## src/rtl/serial_mod_pkg.sv

```systemverilog
// Shared constants, state type and residue reduction
// for the serial divisibility checker.
package serial_mod_pkg;

    localparam int DIVISOR_MIN = 2;
    localparam int DIVISOR_MAX = 255;
    localparam int NCH_MAX     = 8;

    // Wide enough for any intermediate < 2*DIVISOR_MAX.
    localparam int XW = 9;

    typedef enum logic {
        ST_IDLE,
        ST_RUN
    } state_t;

    function automatic logic [XW-1:0] mod_reduce(
        input logic [XW-1:0] x,
        input logic [XW-1:0] d
    );
        return (x >= d) ? x - d : x;
    endfunction

endpackage

```

## src/rtl/serial_mod_lane.sv

```systemverilog
// One channel: residue register and next-residue logic
// for either bit order.
module serial_mod_lane
    import serial_mod_pkg::*;
#(
    parameter int DIVISOR   = 5,
    parameter bit LSB_FIRST = 1'b0,
    parameter int RW        = 3
) (
    input  logic          clk,
    input  logic          rst,
    input  logic          clear,
    input  logic          accept,
    input  logic          restart,
    input  logic [RW-1:0] p,
    input  logic          b,
    output logic [RW-1:0] rem
);

    localparam logic [XW-1:0] D = XW'(DIVISOR);

    logic [XW-1:0] base;
    logic [XW-1:0] msb_sum;
    logic [XW-1:0] lsb_sum;
    logic [XW-1:0] nxt;
    logic          unused_hi;

    assign base    = restart ? '0 : XW'(rem);
    assign msb_sum = (base << 1) | XW'(b);
    // b*p reduces to masking p with the incoming bit.
    assign lsb_sum = base + XW'({RW{b}} & p);
    assign nxt     = mod_reduce(LSB_FIRST ? lsb_sum : msb_sum, D);

    assign unused_hi = ^nxt[XW-1:RW];

    always_ff @(posedge clk) begin
        if (rst) begin
            rem <= '0;
        end else if (clear) begin
            rem <= '0;
        end else if (accept) begin
            rem <= nxt[RW-1:0];
        end
    end

endmodule

```

## config.mk

```make
export PLATFORM = sky130hd
export DESIGN_NAME = serial_mod_lane
export DESIGN_NICKNAME = d
export VERILOG_FILES = /design/src/rtl/serial_mod_pkg.sv /design/src/rtl/serial_mod_lane.sv
export SDC_FILE = /design/constraint.sdc
export NUM_CORES = 1
export LEC_CHECK = 0
export CORE_AREA = 3 3 40 42
export DETAILED_ROUTE_END_ITERATION = 8
export DIE_AREA = 0 0 43 45
export SLEW_MARGIN = 10
export SYNTH_ARGS = -nofsm -noshare
export SYNTH_HDL_FRONTEND = slang
export SYNTH_SLANG_ARGS = --single-unit
```

## constraint.sdc

```tcl
create_clock -name clk -period 1.35 [get_ports clk]
set_clock_uncertainty 0.15 [all_clocks]
set_input_delay 0.135 -clock clk [delete_from_list [all_inputs] [get_ports clk]]
set_output_delay 0.135 -clock clk [all_outputs]
set_load 0.005 [all_outputs]
```

==> flow_summary.json <==
{
  "synth.area.mux_share_pct": 0,
  "synthArstFlopShare_pct": 0,
  "cts_tree": "done",
  "p_leak_nw": 0.176,
  "drt_iter0_markers": 1,
  "synth_edf_count": 0,
  "cp-end-kind": "flip-flop",
  "postCtsSetupRepairBufs": 0,
  "root_buffer": "clkbuf_4",
  "post-synth-top-area-fraction_pct": 31.0,
  "min_path_type": "primary input to flip-flop",
  "worstMarginPinSlew_ps": 201,
  "yosysSeqAreaShare_pct": 31.0,
  "initial_core_util_pct": 15.1,
  "grt_pass1_vias": 245,
  "fin_cells": 54,
  "ir_drop_mv": 0.270,
  "path_max_fanout": 4,
  "arrival_ps": 1390,
  "grt_setup_unrepaired": "true",
  "die_y_um": 45,
  "layout_min_cycle_time_ps": 1370,
  "hold_buffers": 0,
  "clk_path_buf_depth": 2,
  "failed_checks": "negative setup slack",
  "dp_cells": 50,
  "synthAdderAreaFrac_pct": 12.9,
  "netlist_area_um2": 194,
  "yosys.area_share.simple_pct": 29.7,
  "nNetsFinal": 51,
  "setup_tns_ps": -44.6,
  "dr_total_vias": 235,
  "p_per_area_mw_per_mm2": 822,
  "area_growth_pct": 101,
  "rows": 13,
  "layout-drive-gt1-share_pct": 38.5,
  "cap_viol_max_count": 0,
  "synth_top_family_by_area": "simple AND/OR/NAND/NOR gates",
  "post_drt_via_cell_ratio": 4.35,
  "setup_ws_ps": -23.2,
  "crit_chain": "nand2b_4 -> ha_1 -> nand2b_4 -> a21oi_4 -> or3_1 -> a31oi_1",
  "synth_common_cells": "dfxtp_1, nand2b_1, nor3_1",
  "clkLatencyLatePin_ps": 240,
  "start_kind": "flip-flop",
  "grt_pass1_wl_um": 924,
  "die_w_um": 43,
  "h-tree-depth": 1,
  "numPortBuffers": 8,
  "ios": 12,
  "path_common_cell": "nand2b_4",
  "relSlewSlack_pct": 86.6,
  "path_clk_slew_ps": 40,
  "cpMaxStageDelayCell": "dfxtp_2",
  "numCtsBuffers": 3,
  "synth_compound_area_share_pct": 24.5,
  "ant_nets": 0,
  "clock-sinks": 3,
  "max_flop_register": "rem",
  "synth-seq-cells": 3,
  "reg_top3": "rem: 3 flops",
  "antenna_found_initial": 0,
  "path_delay_family": "simple AND/OR/NAND/NOR gates",
  "wl_per_cell_um": 9.37,
  "fmax_mhz": 728,
  "grt_remaining_overflow": 0,
  "gp_congestion": 0.747,
  "yosys_most_used_dff": "dfxtp_1",
  "synthesis.nets": 34,
  "n_antenna_cell": 0,
  "fin_crit_sh_pct": 102,
  "fin_util_pct": 30.4,
  "hold_viol_final": 0,
  "dieArea_mm2": 0.00194,
  "slowest_delay_ps": 330,
  "synth_cell_type_count": 15,
  "wl_um": 506,
  "grt_use_total_pct": 6.82,
  "yosys_warnings": 0,
  "crit_type": "flip-flop to flip-flop",
  "nFillCells": 140,
  "place_area_um2": 327,
  "status": "finished with violations",
  "grt_max_degree": 7,
  "drv_slew": 0,
  "yosysTopAreaCell": "dfxtp_1",
  "drc": 0,
  "yosys-top-cells-area": "dfxtp_1, ha_1, nand2b_1",
  "crit_buf_inv": 0,
  "dr.pass1.iters": 2,
  "synth-xor-area-share_pct": 0,
  "setup-violations-final": 3,
  "netlist_instances": 23,
  "final_area_um2": 390,
  "dp_hpwl_um": 375,
  "syn_avg_cell_area_um2": 8.43,
  "largest_reg_flops": 3,
  "core-area_mm2": 0.00128,
  "cp.required_ps": 1360
}
[metal layers]
layer  GRT usage (%)  wire length (um)  vias to the layer above
met4            7.23                 9                        0
met1            7.69               232                      105
li1                -                 -                      116
met5               0                 0                        -
met3            2.79                59                        2
met2            9.28               204                       12
[logic make-up (layout without fill, tap and decap cells)]
family | after synthesis | after routing
simple gates | 10 | 10
compound gates | 7 | 7
flops | 3 | 3
fa+ha+maj | 2 | 2
buf+inv | 1 | 17
[timing repair]
action,CTS,global route
resized for setup,11,2
setup endpoints to repair,6,3
pin swaps,4,3
[layout by cell type (no fill, tap or decap)]
master / netlist / final
a31oi_1: 1 / 1
nand2b_4: 0 / 2
a21oi_4: 0 / 1
dlygate4sd2_1: 0 / 5
clkdlybuf4s50_1: 0 / 3
ha_1: 2 / 1
nor2_1: 1 / 1
inv_1: 1 / 1
nand2_1: 1 / 1
clkbuf_1: 0 / 1
or3_1: 1 / 1
o21ai_0: 2 / 2
o31ai_2: 0 / 1
o211a_1: 1 / 1
ha_4: 0 / 1
clkbuf_4: 0 / 3
dfxtp_2: 0 / 3
nand2b_1: 3 / 1
nor3_1: 3 / 3
buf_6: 0 / 1
buf_4: 0 / 3
and4b_1: 1 / 1
a21oi_1: 1 / 1
[final timing paths]
path	startpoint	endpoint	slack, ps	depth (start not counted)
worst max-delay path	rem[0]$_SDFFE_PP0P_	rem[1]$_SDFFE_PP0P_	-20	6
worst min-delay path	restart	rem[1]$_SDFFE_PP0P_	290	4
worst max register to register	rem[0]$_SDFFE_PP0P_	rem[1]$_SDFFE_PP0P_	-20	6
worst min register to register	rem[2]$_SDFFE_PP0P_	rem[2]$_SDFFE_PP0P_	420	2
[where the power goes]
group | leakage [nW] | internal, mW | switching, mW
sequential | 0.0258 | 0.0919 | 0.00334
combinational | 0.135 | 0.0377 | 0.0230
clock | 0.0150 | 0.111 | 0.0535
total | 0.176 | 0.241 | 0.0799
[through the flow]
step	total power [mW]	worst slack, ps	hold WS, ps
after floorplan	0.111	-12.8	61.8
after global placement	0.147	-383	407
after detailed placement	0.147	-403	403
after CTS	0.322	-46.8	287
after global routing	0.338	-101	340
final	0.321	-23.2	293
[final cells by class]
class | count | area (um2) | area share, %
multi-input combinational | 19 | 170 | 43.6
timing repair buffer | 12 | 108 | 27.6
sequential | 3 | 63.8 | 16.3
clock buffer | 4 | 26.3 | 6.73
tap | 15 | 18.8 | 4.81
inverter | 1 | 3.75 | 0.962
[tightest hold or removal path, cell delays in order]
cell and delay (ps):
dlygate4sd2_1 210, buf_4 130, or3_1 100, a31oi_1 60
Note: power is estimated with default switching activity, not from simulation.
